==> src/rtl/fu_core.sv <==
// fu_core: registered functional unit with valid/ready request handshake.
// Single-cycle ALU ops return one cycle after acceptance; an optional iterative
// shift-add multiplier (op 0x0C) is built only when FU_MUL_EN is defined.
// Without FU_MUL_EN, op 0x0C behaves as an undefined opcode and in_ready is tied high.
module fu_core #(
  parameter int DSIZE  = 16,
  parameter int OPSIZE = 5
) (
  input  logic              clk,
  input  logic              rst_n,
  input  logic              in_valid,
  output logic              in_ready,
  input  logic [OPSIZE-1:0] op,
  input  logic [DSIZE-1:0]  data_a,
  input  logic [DSIZE-1:0]  data_b,
  output logic              out_valid,
  output logic [DSIZE-1:0]  F_o,
  output logic              Z_o,
  output logic              N_o,
  output logic              C_o,
  output logic              V_o
);

  localparam logic [OPSIZE-1:0] OP_PASS = OPSIZE'(8'h00);
  localparam logic [OPSIZE-1:0] OP_ADD  = OPSIZE'(8'h01);
  localparam logic [OPSIZE-1:0] OP_SUB  = OPSIZE'(8'h02);
  localparam logic [OPSIZE-1:0] OP_AND  = OPSIZE'(8'h03);
  localparam logic [OPSIZE-1:0] OP_OR   = OPSIZE'(8'h04);
  localparam logic [OPSIZE-1:0] OP_XOR  = OPSIZE'(8'h05);
  localparam logic [OPSIZE-1:0] OP_NOT  = OPSIZE'(8'h06);
  localparam logic [OPSIZE-1:0] OP_SHL  = OPSIZE'(8'h07);
  localparam logic [OPSIZE-1:0] OP_SHR  = OPSIZE'(8'h08);
  localparam logic [OPSIZE-1:0] OP_ASR  = OPSIZE'(8'h09);
  localparam logic [OPSIZE-1:0] OP_INC  = OPSIZE'(8'h0A);
  localparam logic [OPSIZE-1:0] OP_DEC  = OPSIZE'(8'h0B);

  // Add or subtract on a DSIZE+1-bit intermediate; returns {carry/borrow, overflow, result}.
  function automatic logic [DSIZE+1:0] add_sub(input logic [DSIZE-1:0] a,
                                                input logic [DSIZE-1:0] b,
                                                input logic             sub);
    logic [DSIZE:0] r;
    logic           v;
    if (sub) begin
      r = {1'b0, a} - {1'b0, b};
      v = (a[DSIZE-1] != b[DSIZE-1]) && (r[DSIZE-1] != a[DSIZE-1]);
    end else begin
      r = {1'b0, a} + {1'b0, b};
      v = (a[DSIZE-1] == b[DSIZE-1]) && (r[DSIZE-1] != a[DSIZE-1]);
    end
    return {r[DSIZE], v, r[DSIZE-1:0]};
  endfunction

  logic [DSIZE-1:0]  alu_f;
  logic              alu_c;
  logic              alu_v;
  logic [3:0]        shamt;
  logic [DSIZE:0]    shl_w;
  logic [DSIZE:0]    shr_w;
  logic signed [DSIZE:0] asr_w;

  logic              res_load;
  logic [DSIZE-1:0]  res_f;
  logic              res_c;
  logic              res_v;

  logic              out_valid_q;
  logic [DSIZE-1:0]  F_q;
  logic              Z_q, N_q, C_q, V_q;

  // The extra bit in each shift word captures the last bit shifted out
  // (stays 0 for a zero shift amount).
  assign shamt = data_b[3:0];
  assign shl_w = {1'b0, data_a} << shamt;
  assign shr_w = {data_a, 1'b0} >> shamt;
  assign asr_w = $signed({data_a, 1'b0}) >>> shamt;

  // Single-cycle ALU: result plus carry and overflow for the presented opcode.
  always_comb begin
    alu_f = '0;
    alu_c = 1'b0;
    alu_v = 1'b0;
    case (op)
      OP_PASS: alu_f = data_a;
      OP_ADD:  {alu_c, alu_v, alu_f} = add_sub(data_a, data_b, 1'b0);
      OP_SUB:  {alu_c, alu_v, alu_f} = add_sub(data_a, data_b, 1'b1);
      OP_AND:  alu_f = data_a & data_b;
      OP_OR:   alu_f = data_a | data_b;
      OP_XOR:  alu_f = data_a ^ data_b;
      OP_NOT:  alu_f = ~data_a;
      OP_SHL: begin
        alu_f = shl_w[DSIZE-1:0];
        alu_c = shl_w[DSIZE];
      end
      OP_SHR: begin
        alu_f = shr_w[DSIZE:1];
        alu_c = shr_w[0];
      end
      OP_ASR: begin
        alu_f = asr_w[DSIZE:1];
        alu_c = asr_w[0];
      end
      OP_INC:  {alu_c, alu_v, alu_f} = add_sub(data_a, DSIZE'(1), 1'b0);
      OP_DEC:  {alu_c, alu_v, alu_f} = add_sub(data_a, DSIZE'(1), 1'b1);
      default: alu_f = '0;
    endcase
  end

`ifdef FU_MUL_EN
  localparam logic [OPSIZE-1:0] OP_MUL = OPSIZE'(8'h0C);
  localparam int CW = $clog2(DSIZE);

  typedef enum logic {S_IDLE, S_MUL_BUSY} state_t;

  state_t             state_q, state_d;
  logic [CW-1:0]      cnt_q, cnt_d;
  logic               mul_start;
  logic               mul_done;
  logic [2*DSIZE-1:0] acc_q;
  logic [2*DSIZE-1:0] mcand_q;
  logic [DSIZE-1:0]   mplier_q;
  logic [2*DSIZE-1:0] acc_step;
  logic               mul_hi_nz;

  // One shift-add step: accumulate the aligned multiplicand when the current multiplier bit is set.
  assign acc_step  = acc_q + (mplier_q[0] ? mcand_q : '0);
  assign mul_hi_nz = |acc_step[2*DSIZE-1:DSIZE];
  assign in_ready  = (state_q == S_IDLE);

  // Next-state logic: start a multiply from IDLE, finish on the step where the count reaches zero.
  always_comb begin
    state_d   = state_q;
    cnt_d     = cnt_q;
    mul_start = 1'b0;
    mul_done  = 1'b0;
    case (state_q)
      S_IDLE: begin
        if (in_valid && (op == OP_MUL)) begin
          state_d   = S_MUL_BUSY;
          cnt_d     = CW'(DSIZE - 1);
          mul_start = 1'b1;
        end
      end
      S_MUL_BUSY: begin
        if (cnt_q == '0) begin
          state_d  = S_IDLE;
          mul_done = 1'b1;
        end else begin
          cnt_d = cnt_q - 1'b1;
        end
      end
      default: state_d = S_IDLE;
    endcase
  end

  // FSM state and step counter; reset aborts any multiply in flight.
  always_ff @(posedge clk or negedge rst_n) begin
    if (!rst_n) begin
      state_q <= S_IDLE;
      cnt_q   <= '0;
    end else begin
      state_q <= state_d;
      cnt_q   <= cnt_d;
    end
  end

  // Multiplier datapath: operands loaded on acceptance, shifted once per busy cycle.
  always_ff @(posedge clk) begin
    if (mul_start) begin
      acc_q    <= '0;
      mcand_q  <= {{DSIZE{1'b0}}, data_a};
      mplier_q <= data_b;
    end else if (state_q == S_MUL_BUSY) begin
      acc_q    <= acc_step;
      mcand_q  <= mcand_q << 1;
      mplier_q <= mplier_q >> 1;
    end
  end

  // Result select: a finishing multiply, or an accepted single-cycle op.
  always_comb begin
    res_load = 1'b0;
    res_f    = alu_f;
    res_c    = alu_c;
    res_v    = alu_v;
    if (mul_done) begin
      res_load = 1'b1;
      res_f    = acc_step[DSIZE-1:0];
      res_c    = mul_hi_nz;
      res_v    = mul_hi_nz;
    end else if (in_valid && in_ready && (op != OP_MUL)) begin
      res_load = 1'b1;
    end
  end
`else
  assign in_ready = 1'b1;

  // Result select: every presented request is a single-cycle op.
  always_comb begin
    res_load = in_valid;
    res_f    = alu_f;
    res_c    = alu_c;
    res_v    = alu_v;
  end
`endif

  // Output registers: update on a new result, otherwise hold; out_valid pulses for one cycle.
  always_ff @(posedge clk or negedge rst_n) begin
    if (!rst_n) begin
      out_valid_q <= 1'b0;
      F_q         <= '0;
      Z_q         <= 1'b0;
      N_q         <= 1'b0;
      C_q         <= 1'b0;
      V_q         <= 1'b0;
    end else begin
      out_valid_q <= res_load;
      if (res_load) begin
        F_q <= res_f;
        Z_q <= (res_f == '0);
        N_q <= res_f[DSIZE-1];
        C_q <= res_c;
        V_q <= res_v;
      end
    end
  end

  assign out_valid = out_valid_q;
  assign F_o       = F_q;
  assign Z_o       = Z_q;
  assign N_o       = N_q;
  assign C_o       = C_q;
  assign V_o       = V_q;

endmodule

==> config.mk <==
export PLATFORM = sky130hd
export DESIGN_NAME = fu_core
export DESIGN_NICKNAME = d
export VERILOG_FILES = /design/src/rtl/fu_core.sv
export SDC_FILE = /design/constraint.sdc
export NUM_CORES = 1
export LEC_CHECK = 0
export ABC_AREA = 1
export CAP_MARGIN = 20
export CORE_ASPECT_RATIO = 1.1
export CORE_UTILIZATION = 58
export CTS_BUF_LIST = sky130_fd_sc_hd__clkbuf_8
export CTS_CLUSTER_DIAMETER = 100
export CTS_CLUSTER_SIZE = 16
export DETAILED_ROUTE_END_ITERATION = 10
export PLACE_DENSITY = 0.82
export REMOVE_ABC_BUFFERS = 1
export SLEW_MARGIN = 0
export SYNTH_ARGS = -nofsm -noshare
export SYNTH_HDL_FRONTEND = slang
export SYNTH_SLANG_ARGS = --single-unit
==> constraint.sdc <==
create_clock -name clk -period 1 [get_ports clk]
set_clock_uncertainty 0.2 [all_clocks]
set_input_delay 0.2 -clock clk [delete_from_list [all_inputs] [get_ports clk]]
set_output_delay 0.2 -clock clk [all_outputs]
set_load 0.005 [all_outputs]
==> key figures, run 1 <==
Run status
  • Status: aborted with a tool error
  • Stop stage: clock tree synthesis
  • Error msg: [ERROR DPL-0038] Utilization greater than 100%, impossible to legalize

Place
  • GP Congestion: between 1 and 1.5
  • Placed cell area: between 8000 and 9000 um^2
  • Buffers on Ports: 60
  • Detailed Place HPWL: ~25,000 um

Yosys
  • Mean Syn Cell Area: just over 5 um^2
  • Yosys warning count: 0
  • Post-synth EDFFs: 0
  • Seq/Total Area, Yosys: roughly 7.9%
  • Async SR Flop Fraction: 100%
  • Post-synthesis cell type count: 34
  • Synth cell count leaders: nand2_1, nand3_1, nor2_1
  • Synth top area share: between 20% and 30%
  • Post-synth top flop: dfrtp_1
  • Mapped Area: 6340 um^2
  • Count leader, synth: nand2_1
  • Synthesized instance count: around 1,300
  • Synth Register Bits: 20
  • Cell taking the most area after synthesis: nand2_1
  • Main area contributors after synthesis: nand2_1, nand3_1, ha_1

Floorplanning
  • Die X: slightly above 100 um
  • # rows: 39
  • Die H: 112 um
  • Initial core utilization: roughly three fifths
  • I/O pins: 62

Clock tree
  • H-tree Lvls: 1
  • Root Driver: clkbuf_8
  • Postcts setup bufs: 59
  • Clk sinks: 20
  • Post-cts resize count: 592
  • CTS Hold Bufs: 0
  • TritonCTS buffer count: 3
  • Clock tree buffer depth: 2
[stage by stage]
step / util (%) / std cells / setup slack [ns] / setup TNS (ns)
after floorplan: - / 1203 / -1.37 / -21.08
after detailed placement: 84.2 / 1665 / -2.21 / -41.50
after global placement: 84.2 / 1665 / -2.11 / -39.43
[cell families after synthesis]
group,share of synthesized area [%]
simple gates,58.2
buf+inv,12.2
compound gates,10.0
fa+ha+maj,11.3
flops,7.90
xor+xnor,0.277
other cells,0.0592
==> run 2, diff against run 1 <==
--- a/config.mk
+++ b/config.mk
@@ -7,13 +7,9 @@
 export LEC_CHECK = 0
 export ABC_AREA = 1
 export CAP_MARGIN = 20
-export CORE_ASPECT_RATIO = 1.1
-export CORE_UTILIZATION = 58
-export CTS_BUF_LIST = sky130_fd_sc_hd__clkbuf_8
-export CTS_CLUSTER_DIAMETER = 100
-export CTS_CLUSTER_SIZE = 16
+export CORE_UTILIZATION = 40
 export DETAILED_ROUTE_END_ITERATION = 10
-export PLACE_DENSITY = 0.82
+export PLACE_DENSITY_LB_ADDON = 0.15
 export REMOVE_ABC_BUFFERS = 1
 export SLEW_MARGIN = 0
 export SYNTH_ARGS = -nofsm -noshare
==> run 2 against run 1 <==
  * The flow now finishes, with violations (negative setup slack)
  * Area after synthesis unchanged
  * Synthesized cell count unchanged
==> key figures, run 2 <==
Setup path
  • WP data arrival: 2.19 ns
  • Reg2reg setup slack: -0.07 ns
  • Critical path type: input port to register
  • Crit path cell chain: buf_8 -> buf_6 -> buf_4 -> ha_2 -> buf_4 -> nand3_1 -> o21ai_1 -> buf_4 -> nor2_1 -> nand4_1 -> nor2_2 -> nand2_1 -> nor2_2 -> nand2_1 -> nor2_1 -> nand2_1 -> nand2_1
  • Crit start category: input port
  • Critical path's slowest cell: nand4_1
  • Max Fanout on Critical Path: 4
  • Crit-path max cell delay: between 0.2 and 0.3 ns
  • CP endpoint kind: register
  • RR Endpoint: F_o[11]$_DFFE_PN0P_
  • Reg2Reg Launch Point: F_o[11]$_DFFE_PN0P_
  • Top cell by count, worst path: nand2_1
  • CP required: 0.99 ns
  • Reg2reg path depth: 4

Yosys
  • Synth cell count leaders: nand2_1, nand3_1, nor2_1
  • Mean Syn Cell Area: slightly above 5 um^2
  • Main area contributors after synthesis: nand2_1, nand3_1, ha_1
  • Largest family of logic cells by synthesized area: simple AND/OR/NAND/NOR gates
  • Synth top area share: 25.7%
  • Post-Synth XOR/XNOR Area: 0.276%
  • Async SR Flop Fraction: 100%
  • Post-synth EDFFs: 0
  • Post-synthesis cell type count: 34
  • Post-synthesis simple-gate area fraction: 58.2%
  • Yosys warning count: 0
  • Synth Register Bits: 20
  • Post-synth top flop: dfrtp_1
  • Count leader, synth: nand2_1
  • Synthesized instance count: ~1,300
  • Mapped Area: around 6300 um^2
  • Post-synthesis compound-gate area fraction: 10.0%
  • Post-synthesis adder-cell area fraction: roughly 11%
  • Post-synthesis mux area share: 0%
  • Seq/Total Area, Yosys: 7.90%
  • Cell taking the most area after synthesis: nand2_1

Clock tree
  • Clock tree buffer depth: 2
  • H-tree Lvls: 1
  • Clk sinks: 20
  • TritonCTS buffer count: 3
  • Root Driver: clkbuf_16
  • Clock slew at reported path FFs: around 0.05 ns
  • TritonCTS clock tree: built
  • Clk_lat worst skew: 0.25 ns

Place
  • Buffers on Ports: 60
  • GP Congestion: about 1.1
  • Placed cell area: between 9000 and 10,000 um^2
  • Detailed Place HPWL: ~26,000 um

Floorplanning
  • Initial core utilization: roughly two fifths
  • Core Box Area: between 15,000 and 20,000 um^2
  • Die H: around 130 um
  • Die X: roughly 130 um
  • Die area: 16,300 um^2
  • I/O pins: 62
  • # rows: 45

Timing
  • Fin crit share: 221%
  • RSZ-0062 raised after global routing: yes
  • Slew Limit Fails: 0
  • Fin Hold WS: about 0.090 ns
  • Fin crit period: between 2 and 2.5 ns
  • Hold Vio Cnt, Final: 0
  • Fmax: 453 MHz
  • Number of setup violations in the final report: 40
  • Final worst slack: -1.21 ns

GRT
  • First-pass GRT wire length: approximately 50,000 um
  • Initial antenna violation count: 0
  • Grt total ovfl: 0
  • Total Routing Usage GR: around 40%
  • Number of global-route vias before repair: between 9,000 and 10,000
  • Largest net degree at the start of global routing: 45

Layout
  • Commonest non-fill, non-tap cell in the layout: nand2_1
  • Layout Area Growth over Synthesis: 79.8%
  • Max reg flops: 16
  • Diodes inserted: 0
  • Layout cells sized above 1: 46.0%
  • NumNets Final: ~1,700
  • Final instance area: 11,400 um^2
  • Most frequent cells in the layout: nand2_1, buf_4, nand3_1, nor2_1, inv_1

Routing
  • Final ANT Viol Nets: 0
  • DR vias: a little over 10,000
  • WL/cell: around 18 um
  • Drt first pass iters: 6
  • DR vias/cell: approximately 5.6
  • Total DRC errors in the routed layout: 0
  • Detailed Route Iter0 Violations: 1,115
  • Routed WL: ~34,000 um

Pwr
  • VDD IR max: between 0.0007 and 0.0008 V
  • Leakage: around 5.9 nW
  • Cell area power density: between 600 and 700 nW/um^2

Run status
  • Violated checks: negative setup slack
  • Status: finished with violations

Job
  • Max-cap violations: 0

Min path
  • Min-delay worst type: input port to asynchronous set/reset pin
run 2: cell counts after synthesis:
Identical to the previous run, type by type.
run 2: metal layers:
metal  share of wire [%]  vias up  global-route usage [%]
met5                   0        -                       0
met4                 7.2        0                    22.5
met3                 9.0      170                    6.39
met2                  45      635                    65.7
met1                  39     4687                    50.2
li1                    -     4844                       -
run 2: worst max-delay path: cells and delay by family:
family                     cells  cell delay (ns)
adders and majority gates      1             0.19
AOI/OAI and AO/OA              1             0.08
buffers and inverters          5             0.65
and+or+nand+nor               10             1.07
run 2: power by group:
part | switching (W) | internal [W]
Clock | 0.000261 | 0.000526
Sequential | 0.0000528 | 0.000895
Combinational | 0.00283 | 0.00235
Total | 0.00314 | 0.00378
run 2: how the worst max path moves through the flow:
stage,start,end,cells after the start
6_report,data_a[1],Z_o$_DFFE_PN0P_,17
5_1_grt,data_b[2],Z_o$_DFFE_PN0P_,18
4_1_cts,data_a[0],Z_o$_DFFE_PN0P_,19
3_5_place_dp,data_a[3],Z_o$_DFFE_PN0P_,17
3_3_place_gp,data_a[3],Z_o$_DFFE_PN0P_,16
2_1_floorplan,data_b[2],Z_o$_DFFE_PN0P_,14
run 2: area by class of cell:
cell class	count	area [um^2]
Timing Repair Buffer	444	3590
Inverter	132	538
Fill cell	1290	3920
Clock buffer	3	75.1
Multi-Input combinational cell	1051	6430
Sequential cell	20	500
Timing Repair inverter	1	5.00
Tap cell	211	264
run 2: kinds of logic (layout without fill, tap and decap cells):
logic type | count (synthesis) | in the layout
AND/OR/NAND/NOR | 872 | 872
buffers and inverters | 189 | 580
AO/OA/AOI/OAI | 120 | 120
adder cells (fa/ha/maj) | 56 | 56
flip-flops | 20 | 20
XOR/XNOR | 2 | 2
other | 1 | 1
run 2: repair_timing:
| action | in CTS | in global routing |
|---|---|---|
| hold buffers | 0 | 0 |
| gates resized for setup | 566 | 142 |
| endpoints found under the hold margin | 0 | 0 |
| pin swaps | 116 | 67 |
| setup endpoints to repair | 40 | 40 |
| gates cloned | 3 | 1 |
| setup buffers | 46 | 16 |
run 2: stage by stage:
step | setup slack [ns] | cells | utilization [%] | setup TNS (ns) | power (W)
6_report | -1.21 | 1862 | 74.4 | -22.69 | 0.00692
5_1_grt | -1.31 | 1862 | 74.4 | -24.86 | 0.00731
4_1_cts | -1.15 | 1846 | 70.8 | -21.72 | 0.00643
3_5_place_dp | -2.15 | 1797 | 61.2 | -41.89 | 0.00492
3_3_place_gp | -2.15 | 1797 | 61.2 | -41.39 | 0.00490
2_1_floorplan | -1.37 | 1203 | - | -21.08 | 0.00262
No activity file was read; power rests on OpenSTA's default activity.
